## config.mk

```make
export PLATFORM = sky130hd
export DESIGN_NAME = if_fetch_stage
export DESIGN_NICKNAME = d
export VERILOG_FILES = /design/src/rtl/pipeline_pkg.sv /design/src/rtl/if_id_reg.sv /design/src/rtl/if_fetch_stage.sv
export SDC_FILE = /design/constraint.sdc
export NUM_CORES = 1
export LEC_CHECK = 0
export CAP_MARGIN = 20
export CORE_ASPECT_RATIO = 0.5
export CORE_MARGIN = 8
export CORE_UTILIZATION = 44
export CTS_BUF_LIST = sky130_fd_sc_hd__clkbuf_8
export DETAILED_ROUTE_END_ITERATION = 8
export PLACE_DENSITY = 0.83
export SLEW_MARGIN = 20
export SYNTH_ARGS = -nofsm -noshare
export SYNTH_HDL_FRONTEND = slang
export SYNTH_HIERARCHICAL = 1
export SYNTH_SLANG_ARGS = --single-unit
```

## constraint.sdc

```tcl
create_clock -name Clk -period 2.5 [get_ports Clk]
set_input_delay 0.375 -clock Clk [delete_from_list [all_inputs] [get_ports Clk]]
set_output_delay 0.375 -clock Clk [all_outputs]
set_load 0.02 [all_outputs]
```

## src/rtl/pipeline_pkg.sv

```systemverilog
// Shared pipeline definitions: NOP encoding, default reset PC, and the
// next-PC select encoding also used by the hazard unit.
package pipeline_pkg;

    localparam logic [31:0] NOP_INSTR        = 32'h0000_0000;
    localparam logic [31:0] DEFAULT_RESET_PC = 32'h0000_0000;

    typedef enum logic [1:0] {
        NPC_SEQ    = 2'd0,
        NPC_JUMP   = 2'd1,
        NPC_JR     = 2'd2,
        NPC_BRANCH = 2'd3
    } npc_sel_e;

    function automatic logic [31:0] word_align(input logic [31:0] addr);
        return {addr[31:2], 2'b00};
    endfunction

endpackage

```

## src/rtl/if_id_reg.sv

```systemverilog
// IF/ID pipeline register with hold (stall) and clear (bubble) controls;
// clear wins over hold so a redirect always squashes the slot.
module if_id_reg
    import pipeline_pkg::*;
#(
    parameter int DATA_W = 32
) (
    input  logic              Clk,
    input  logic              Rst,
    input  logic              hold,
    input  logic              clear,
    input  logic [DATA_W-1:0] fetch_instr,
    input  logic [DATA_W-1:0] fetch_pc4,
    input  logic              fetch_valid,
    output logic [DATA_W-1:0] instr,
    output logic [DATA_W-1:0] pc4,
    output logic              valid
);

    always_ff @(posedge Clk) begin
        if (Rst || clear) begin
            instr <= DATA_W'(NOP_INSTR);
            pc4   <= '0;
            valid <= 1'b0;
        end else if (!hold) begin
            instr <= fetch_instr;
            pc4   <= fetch_pc4;
            valid <= fetch_valid;
        end
    end

endmodule

```

## src/rtl/if_fetch_stage.sv

```systemverilog
// Instruction-fetch stage: PC register, next-PC select with fixed redirect
// priority, target alignment check, fetch counter and the IF/ID register.
module if_fetch_stage
    import pipeline_pkg::*;
#(
    parameter logic [31:0] RESET_PC = DEFAULT_RESET_PC
) (
    input  logic        Clk,
    input  logic        Rst,
    input  logic        Stall,
    input  logic        Branch_taken,
    input  logic [31:0] Branch_target,
    input  logic        JR,
    input  logic [31:0] JR_target,
    input  logic        Jump,
    input  logic [31:0] Jump_target,
    input  logic [31:0] Imem_data,
    output logic [31:0] Imem_addr,
    output logic [31:0] PCAdder_out_IF,
    output logic [31:0] Instruction_ID,
    output logic [31:0] PCAdder_out_ID,
    output logic        Valid_ID,
    output logic [31:0] Fetch_count,
    output logic        Misalign_err
);

    logic [31:0] pc_p0;
    logic [31:0] pc_plus4;
    logic [31:0] redirect_target;
    logic        redirect;
    npc_sel_e    npc_sel;

    assign pc_plus4       = pc_p0 + 32'd4;
    assign Imem_addr      = pc_p0;
    assign PCAdder_out_IF = pc_plus4;

    // EX-stage requests are older than ID-stage ones, so they win.
    always_comb begin
        npc_sel = NPC_SEQ;
        if (Branch_taken)  npc_sel = NPC_BRANCH;
        else if (JR)       npc_sel = NPC_JR;
        else if (Jump)     npc_sel = NPC_JUMP;
    end

    always_comb begin
        redirect_target = pc_plus4;
        case (npc_sel)
            NPC_BRANCH: redirect_target = Branch_target;
            NPC_JR:     redirect_target = JR_target;
            NPC_JUMP:   redirect_target = Jump_target;
            default:    redirect_target = pc_plus4;
        endcase
    end

    assign redirect = (npc_sel != NPC_SEQ);

    // ---- IF -> PC / counters ----
    always_ff @(posedge Clk) begin
        if (Rst) begin
            pc_p0        <= RESET_PC;
            Fetch_count  <= '0;
            Misalign_err <= 1'b0;
        end else if (redirect) begin
            pc_p0 <= word_align(redirect_target);
            if (redirect_target[1:0] != 2'b00)
                Misalign_err <= 1'b1;
        end else if (!Stall) begin
            pc_p0       <= pc_plus4;
            Fetch_count <= Fetch_count + 32'd1;
        end
    end

    // ---- IF -> ID ----
    if_id_reg #(
        .DATA_W(32)
    ) u_if_id (
        .Clk         (Clk),
        .Rst         (Rst),
        .hold        (Stall),
        .clear       (redirect),
        .fetch_instr (Imem_data),
        .fetch_pc4   (pc_plus4),
        .fetch_valid (1'b1),
        .instr       (Instruction_ID),
        .pc4         (PCAdder_out_ID),
        .valid       (Valid_ID)
    );

endmodule

```

==> results.md, run 1 <==
* Outcome: finished, violations left
* Failing checks: negative setup slack
* Synth cell types at 55
* Non-Filler Instances at 1341
* Max VDD drop at 0.3116 mV
* Most frequent cell after synthesis: nor2_1
* Primary FF master, synth: dfxtp_1
* Clock power share at 0.332
* Layout cell share with drive strength beyond 1 at 0.2012
* Initial antenna violation count at 0
* GRT Resource Usage Total at 0.2605
* CTS HTree Levels at 4
* Worst r2r src: Imem_addr[2]
* Drt first pass iters at 6
* Starting Density at 0.4552
* Place WS at -0.2837 ns
* Leak Pwr at 4.386 nW
* DIE WIDTH at 189.9 microns
* Total grt overflow at 0
* CTS tree: built
* CP max FO at 6
* Post-route ant nets at 0
* Total Nets Final at 1267
* Chip height at 103.0 microns
* Placer Congestion at 0.9296
* Row cnt at 31
* Crit path kind: reg -> out
* Clock latency at the later pin of the worst-skew pair at 0.45 ns
* Mapped Avg Cell Area at 8.512 sq um
* Top cells by area, synth: dfxtp_1, mux2i_1, nor2_1
* Post-Syn Instances at 782
* Area share of and/or/nand/nor cells after synthesis at 0.2395
* Largest area contributor in the netlist: dfxtp_1
* Post-synthesis compound-gate area fraction at 0.1184
* R2R depth at 9
* Sequential Power Share at 0.449
* Psw at 1.445 mW
* Fmax at 0.3843 GHz
* Normalized max-slew margin at 0.5442
* Worst Slack Setup Final at -0.1024 ns
* Antenna diodes at 0
* Internal at 3.292 mW
* Synth-to-layout area growth at 63.23%
* Min-Delay Path Class: in -> reg
* Cell Area, Synth at 0.006656 sq mm
* Max cap viols at 0
* Initial DRC Count at 596
* Final Hold Vio Count at 0
* Comb pwr share at 0.219
* Reg-to-reg endpoint: Imem_addr[28]
* Combinational family with the most area after synthesis: simple AND/OR/NAND/NOR gates
* Via density at 5.568
* Asr flop ratio synth at 0
* Final worst path period share at 1.041
* Tmin final at 2.602 ns
* Maximum buffer depth of the clock tree at 2
* Sequential fraction of the synthesis area at 0.3850
* Via count at 7467
* Placed cells at 1294
* Core ar. at 0.01462 sq mm
* First-pass GRT wire length at 39990 microns
* Port Buf Inserts at 291
* Worst EP required at 2.12 ns
* Clock root buffer: clkbuf_8
* Seq cells post-synth at 128
* Detailed Place HPWL at 20260 microns
* Sw Ratio at 0.3050
* Number of global-route vias before repair at 7244
* Worst slew pin tran at 0.6775 ns
* Wire per inst at 20.83 microns
* Yosys warning total at 6
* Crit path capture: PCAdder_out_IF[24]
* Final setup vio count at 12
* R2R setup slack at 0.11 ns
* Top cell type's share of synthesized area at 0.3850
* Post-Synth XOR/XNOR Area at 0.07763
* I/O Pins at 296
* CP arrival at 2.23 ns
* Num CTS Buffers at 17
* Startpoint Class: flop
* Total wire length at 27940 microns
* Pwr Density at 435.9 mW/mm^2
* Clock transition at path regs at 0.07 ns
* Number of synthesized flops with an enable pin at 0
* Multiplexer share of the synthesized area at 0.1133
* Adder-cell area share of the yosys netlist at 0.003759
* Top cells by count, synth: nor2_1, dfxtp_1, mux2i_1
* Crit path launch: Imem_addr[2]
* Crit. End Element: output pin
* DRC viols at 0
* Largest net degree at the start of global routing at 63
* Pins Over Slew Limit at 0
* RSZ-0062 raised after global routing: yes
* Die Footprint at 0.01956 sq mm
* Final Skew at 0.01754 ns
* Sink Count at 128
worst min-delay path by stage:
stage | from | end | slack, ns | cells after the start
3_3_place_gp | Misalign_err | Misalign_err | 0.44 | 2
6_report | Rst | Imem_addr[2] | 0.31 | 2
3_5_place_dp | Misalign_err | Misalign_err | 0.44 | 2
4_1_cts | Rst | Imem_addr[4] | 0.30 | 2
5_1_grt | Rst | Imem_addr[4] | 0.31 | 2
2_1_floorplan | Imem_data[0] | u_if_id/instr[0] | 0.52 | 2
layout make-up:
cell class                      instances  area [sq um]
Clock buffer                           17         234.0
Clock inverter                         14         97.59
Fill cell                            1037          3757
Inverter                               12         45.04
Multi-Input combinational cell        582          4003
Sequential cell                       128          2577
Tap cell                              198         247.7
Timing Repair Buffer                  390          3661
layer usage:
layer | track usage | share of wire | vias up
met5 | 0 | 0 | -
met4 | 0.09313 | 0.033 | 0
met3 | 0.05672 | 0.078 | 86
met2 | 0.4675 | 0.49 | 413
met1 | 0.3062 | 0.39 | 3539
li1 | - | - | 3429
critical path: stages (launching register included):
cell	delay (ns)
dfxtp_4	0.36
ha_4	0.15
nand3_4	0.09
nor4_4	0.34
nand3_4	0.20
buf_6	0.17
nor3_4	0.16
xor2_2	0.18
buf_6	0.14
sequential cells by signal (all words and copies together) (netlist names):
name and count:
Fetch_count 32, u_if_id/instr 32, u_if_id/pc4 32, Imem_addr 30
Misalign_err 1, u_if_id/valid 1
power by group through the flow:
stage / sequential, mW / clock (mW) / combinational [mW]
after global placement: 2.16 / 0 / 0.975
after detailed placement: 2.16 / 0 / 0.989
after floorplan: 2.23 / 0 / 0.387
final: 2.13 / 1.57 / 1.04
after CTS: 2.12 / 1.59 / 0.992
after global routing: 2.13 / 1.71 / 1.09
what timing repair did:
| action | 4_1_cts | 5_1_grt |
|---|---|---|
| gates resized for setup | 123 | 69 |
| endpoints found under the hold margin | 0 | 0 |
| pin swaps | 12 | 22 |
| hold buffers | 0 | 0 |
| buffers inserted | 10 | 8 |
| endpoints found under the setup margin | 26 | 25 |
logic make-up (layout without fill, tap and decap cells):
kind of cell | count (synthesis) | after routing
adder cells (fa/ha/maj) | 2 | 2
AO/OA/AOI/OAI | 121 | 121
buffers and inverters | 77 | 433
AND/OR/NAND/NOR | 320 | 320
XOR/XNOR | 59 | 59
multiplexers | 73 | 73
flip-flops | 128 | 128
other | 2 | 7
placed cells by master, fill, tap and decap left out, drive strengths merged, types with 21 or more instances in the layout:
master / instances
a21oi: 39
xnor2: 25
nand2: 32
xor2: 34
clkdlybuf4s50: 260
dfxtp: 128
nor2: 154
buf: 123
a22oi: 28
mux2i: 66
nand3: 28
nand4: 21
through the flow:
stage          total power [mW]  utilization  TNS [ns]  hold WS [ns]  cell area (sq um)
2_1_floorplan             2.617            -         0        0.5189               6696
3_3_place_gp              3.137       0.6927    -1.315        0.4377              10130
3_5_place_dp              3.153       0.6927    -2.276        0.4408              10130
4_1_cts                   4.699       0.7247   -0.4273        0.2976              10600
5_1_grt                   4.928       0.7430    -1.943        0.3075              10870
6_report                  4.736       0.7430   -0.8280        0.3141              10870
Note: power is estimated with default switching activity, not from simulation.
==> run 2, diff against run 1 <==
SLEW_MARGIN = 30   (was 20)
==> results of run 2 <==
Same layout as run 1: the final DEF is identical, and so are final timing and power.
==> run 3, diff against run 2 <==
CAP_MARGIN = default   (was 20)
==> results of run 3 <==
Same layout as run 1: the final DEF is identical, and so are final timing and power.
==> edit 1: new RTL, flow settings as in run 1 <==
Reset style: asynchronous (`Rst`), changed in one clocked block.
--- a/src/rtl/if_fetch_stage.sv
+++ b/src/rtl/if_fetch_stage.sv
@@ -56,5 +56,5 @@
 
     // ---- IF -> PC / counters ----
-    always_ff @(posedge Clk) begin
+    always_ff @(posedge Clk or posedge Rst) begin
         if (Rst) begin
             pc_p0        <= RESET_PC;
Function: differs if Rst is asserted again (counterexample within 4 cycles, from zero or initial values and one cycle with Rst high); with Rst held inactive, the same outputs for 10 cycles.
==> edit 1 against run 1 <==
The flow still finishes with violations (setup timing); setup slack got worse by 0.17 ns; power grew 20%; sequential share of layout area rose by 2.9 points; synthesized cell count shrank 16%; final area is 0.48% lower; sequential cell count is the same; wire length decreased by 10%; synthesized area shrank 3.6%; critical path type unchanged.
==> edit 1: results (changes against run 1) <==
metric;value;unit;change
fillers;964;;was 1,037
total number of H-tree levels;4;;unchanged
share of layout cells above drive strength 1;0.206;;was 0.201
number of input and output port buffers inserted;291;;unchanged
Overflow after GRT;0;;unchanged
1st-pass router iterations;5;;was 6
violated checks;setup timing;;unchanged
arrival time reported for the critical path endpoint;2.40;ns;was 2.23 ns
number of warnings reported in the yosys synthesis log;6;;unchanged
top cells by area, synth;dfrtp_1 25%, dfxtp_1 20%, mux2i_1 10%, xnor2_1 7.9%, nor2_1 5.9%;;was dfxtp_1 38%, mux2i_1 9.9%, nor2_1 8.7%, xor2_1 4.5%, xnor2_1 3.3%
sequential-to-total area share from yosys stat;0.449;;was 0.385
Hold/Removal Path Class;input pin to async pin;;was input pin to register
top flop regs;Fetch_count: 32 flops, u_if_id/instr: 32 flops, u_if_id/pc4: 32 flops;;unchanged
measured slew at the worst slew-check pin;0.846;ns;was 0.677 ns
number of violations reported at the end of detailed-routing iteration 0;595;;was 596
result of the run;finished, violations left;;unchanged
Place WS;-0.440;ns;was -0.284 ns
flip-flop cell with the highest count after synthesis;dfxtp_1;;unchanged
synth cell count leaders;100 x nor2_1, 65 x dfxtp_1, 65 x mux2i_1;;was 154 x nor2_1, 128 x dfxtp_1, 66 x mux2i_1
Clock Root Buffer;clkbuf_8;;unchanged
fraction of registers with async set/reset;0.492;;was 0
final setup skew;0.0194;ns;was 0.0175 ns
global-route wire length before repair;36.3;mm;was 40.0 mm
top fanout value on the critical path;3;;was 6
all-layer global routing usage;0.237;;was 0.261
global placement routability congestion;0.905;;was 0.930
Routed WL;25.1;mm;was 27.9 mm
clock insertion delay at the later pin of the skew report;0.43;ns;was 0.45 ns
Setup Viol. Count Final;18;;was 12
detailed placement HPWL;17.8;mm;was 20.3 mm
net switching share of the total power;0.301;;was 0.305
final worst slack;-0.275;ns;was -0.102 ns
number of clock sinks;128;;unchanged
clock buffer count from CTS;17;;unchanged
Antenna Diode Count;0;;unchanged
routed via count;6689;;was 7,467
Worst-path clk slew;0.08;ns;
maximum number of pins on one net before global-route repair;64;;was 63
Inst Count DP;1174;;was 1,294
number of antenna violations at the first check in global routing;0;;unchanged
average routed wire per standard cell;20.3;um;was 20.8 um
Static Leak;4.52;nW;was 4.39 nW
final-layout setup total negative slack;-2.17;ns;was -0.828 ns
maximum number of buffers from clock root to sink;2;;unchanged
count of distinct cell types in the synthesized netlist;42;;was 55
worst vdd rail ir drop;0.000377;V;was 0.000312 V
Post-Synthesis Cells;658;;was 782
-- edit 1: changes by cell type after synthesis, sizes merged, moves of 8 or more --
cell	delta
dfrtp	+63
dfxtp	-63
nor2	-54
xnor2	+34
a21oi	-32
nand2	+21
o221ai	+21
o21ai	-14
clkbuf	-11
nor2b	-8
-- edit 1: layout make-up --
class                   count  area share
inverters                  10     0.00347
clock buffers              17      0.0216
repair buffers            389       0.341
clock inverters            15      0.0191
flip-flops and latches    128       0.266
well taps                 198      0.0229
multi-input cells         478       0.326
-- edit 1: power by group through the flow --
stage	clock, mW	combinational [mW]	sequential [mW]
final	2.01	1.46	2.22
after global placement	0	1.32	2.25
after floorplan	0	0.487	2.39
after global routing	2.12	1.53	2.23
after detailed placement	0	1.34	2.26
after CTS	2.03	1.36	2.22
-- edit 1: path summary, 6_finish.rpt --
path	start	to	slack, ns	depth (start not counted)
worst max-delay path	Imem_addr[6]	PCAdder_out_IF[19]	-0.28	6
worst min-delay path	Rst	Fetch_count[3]	0.37	3
worst max register to register	Imem_addr[16]	Imem_addr[27]	0.09	6
worst min register to register	Fetch_count[31]	Fetch_count[31]	0.48	1
max in group asynchronous	Rst	Imem_addr[6]	1.82	3
min in group Clk	Fetch_count[31]	Fetch_count[31]	0.48	1
-- edit 1: per-layer routing --
metal	vias to the layer above	wire length (um)	global-route usage
met1	3256	9450	0.270
li1	3010	-	-
met2	343	13000	0.423
met4	0	1030	0.106
met5	-	0	0
met3	80	1600	0.0577
-- edit 1: cell families after synthesis --
group,share of synthesized area
multiplexers,0.101
AND/OR/NAND/NOR,0.189
AO/OA/AOI/OAI,0.0817
flip-flops,0.449
buffers and inverters,0.0531
adder cells (fa/ha/maj),0.00390
other,0.00117
XOR/XNOR,0.121
-- edit 1: repair_timing --
| item | CTS | global route |
|---|---|---|
| pin swaps | 17 | 23 |
| hold endpoints to repair | 0 | 0 |
| hold buffers | 0 | 0 |
| setup buffers | 13 | 18 |
| gates resized for setup | 135 | 60 |
| setup endpoints to repair | 27 | 24 |
-- edit 1: critical path, cell delays in order, from the launching register on --
cell and delay (ns):
dfrtp_2 0.39, nand4_1 0.12, or4_4 0.57, or3_4 0.38, buf_6 0.15, xnor2_4 0.20, buf_6 0.16
-- edit 1: stage by stage --
stage | cell area (um^2) | power [mW] | hold slack, ns
after CTS | 10400 | 5.60 | 0.325
after global placement | 9850 | 3.57 | 0.466
after detailed placement | 9850 | 3.60 | 0.470
after floorplan | 6450 | 2.88 | 0.502
final | 10800 | 5.70 | 0.373
after global routing | 10800 | 5.89 | 0.399
==> edit 2: new RTL, config.mk and constraints of run 1 <==
Made on the original files. Put one more register stage on the output `Fetch_count`, with the module's reset. The value now appears one clock later. The other outputs are not delayed to match.
--- a/src/rtl/if_fetch_stage.sv
+++ b/src/rtl/if_fetch_stage.sv
@@ -24,4 +24,6 @@
     output logic        Misalign_err
 );
+
+    logic [31:0] Fetch_count_s0;
 
     logic [31:0] pc_p0;
@@ -59,5 +61,5 @@
         if (Rst) begin
             pc_p0        <= RESET_PC;
-            Fetch_count  <= '0;
+            Fetch_count_s0 <= '0;
             Misalign_err <= 1'b0;
         end else if (redirect) begin
@@ -67,5 +69,5 @@
         end else if (!Stall) begin
             pc_p0       <= pc_plus4;
-            Fetch_count <= Fetch_count + 32'd1;
+            Fetch_count_s0 <= Fetch_count_s0 + 32'd1;
         end
     end
@@ -87,4 +89,12 @@
     );
 
+    always_ff @(posedge Clk) begin
+        if (Rst) begin
+            Fetch_count <= '0;
+        end else begin
+            Fetch_count <= Fetch_count_s0;
+        end
+    end
+
 endmodule
 
Formal check against the unedited RTL: not equivalent (a bounded check fails within 4 cycles, from zero or initial values and one cycle with Rst high).
==> edit 2 against run 1 <==
The run still ends with setup timing left; setup slack improved by 0.094 ns; highest routed layer unchanged; sequential share of layout area rose by 3.0 points; clock power is 22% higher; wire length rose by 2.2%; global-route usage decreased by 1.8 points; power grew 19%; non-clock buffer count up 22; sequential power up 24%; combinational power grew 6%; final area up 11%; count of clock-buffer cells in the layout grew 3; synthesized area increased by 15%; cell count rose by 9.7%; sequential cell count rose by 32.
==> edit 2: results (changes against run 1) <==
metric;value;unit;change
Routed WL;28.6;mm;was 27.9 mm
routed length on met2;14.4;mm;was 13.8 mm
global-route wire length before repair;43.3;mm;was 40.0 mm
detailed placement HPWL;21.4;mm;was 20.3 mm
result of the run;finished, violations left;;unchanged
compound-gate portion of the synthesized area;0.117;;was 0.118
clock share of power;0.337;;was 0.332
average routed wire per standard cell;19.4;um;was 20.8 um
Static Leak;4.74;nW;was 4.39 nW
Post-Synth XOR/XNOR Area;0.0505;;was 0.0776
final setup skew;0.0114;ns;was 0.0175 ns
worst reg2reg path depth;5;;was 9
number of gates resized after CTS;138;;was 123
Flop pwr share;0.468;;was 0.449
violated checks;setup timing;;unchanged
final worst slack;-0.00860;ns;was -0.102 ns
fraction of the mapped netlist area in adder cells;0.00328;;was 0.00376
arrival time reported for the critical path endpoint;2.13;ns;was 2.23 ns
Met1 Routed Length;11.8;mm;was 11.0 mm
all-layer global routing usage;0.242;;was 0.261
post-CTS setup repair buffer count;5;;was 10
sequential-to-total area share from yosys stat;0.419;;was 0.385
internal power summed over all cells;4.11;mW;was 3.29 mW
Endpoint, Worst Hold;Imem_addr[17];;was Imem_addr[2]
number of violations reported at the end of detailed-routing iteration 0;622;;was 596
final-layout setup total negative slack;-0.0187;ns;was -0.828 ns
worst vdd rail ir drop;0.000319;V;was 0.000312 V
maximum number of pins on one net before global-route repair;79;;was 63
share of layout cells above drive strength 1;0.206;;was 0.201
measured slew at the worst slew-check pin;0.816;ns;was 0.677 ns
count of distinct cell types in the synthesized netlist;59;;was 55
Setup Viol. Count Final;3;;was 12
RR Startpoint;Fetch_count_s0[0];;was Imem_addr[2]
met3 global-route usage;0.0581;;was 0.0567
edit 2: cell count changes after synthesis, sizes merged, moves of 16 or more:
| cell | before | now |
|---|---|---|
| dfxtp | 128 | 160 |
| nor2 | 154 | 112 |
| nor3 | 19 | 38 |
| xor2 | 34 | 13 |
| a221o | 0 | 16 |
| a21oi | 39 | 21 |
edit 2: critical path, stage by stage, from the launching register on:
cell and delay (ns):
dfxtp_2 0.34, nand4_1 0.19, or4_4 0.54, nor3_2 0.17, buf_4 0.15, xor2_4 0.16, buf_6 0.14
edit 2: area by class of cell:
| type | count | area, um^2 |
|---|---|---|
| fillers | 1305 | 5090 |
| multi-input cells | 612 | 4290 |
| repair buffers | 412 | 3810 |
| flip-flops and latches | 160 | 3230 |
| well taps | 234 | 293 |
| clock buffers | 20 | 275 |
| clock inverters | 11 | 114 |
| inverters | 22 | 82.6 |
edit 2: how the worst max path moves through the flow:
stage | end | cells past startpoint | slack, ns | from
3_5_place_dp | PCAdder_out_IF[19] | 6 | -0.19 | Imem_addr[12]
3_3_place_gp | PCAdder_out_IF[30] | 6 | -0.15 | Imem_addr[15]
2_1_floorplan | PCAdder_out_IF[19] | 6 | -0.02 | Imem_addr[9]
6_report | PCAdder_out_IF[29] | 6 | -0.009 | Imem_addr[24]
5_1_grt | PCAdder_out_IF[31] | 7 | -0.11 | Imem_addr[13]
4_1_cts | PCAdder_out_IF[19] | 6 | -0.05 | Imem_addr[3]
edit 2: stage by stage:
| step | instance area (um^2) | setup slack (ns) |
|---|---|---|
| global route | 12100 | -0.110 |
| detailed placement | 11300 | -0.186 |
| global placement | 11300 | -0.153 |
| floorplan | 7680 | -0.0203 |
| finish | 12100 | -0.00860 |
| CTS | 11900 | -0.0462 |
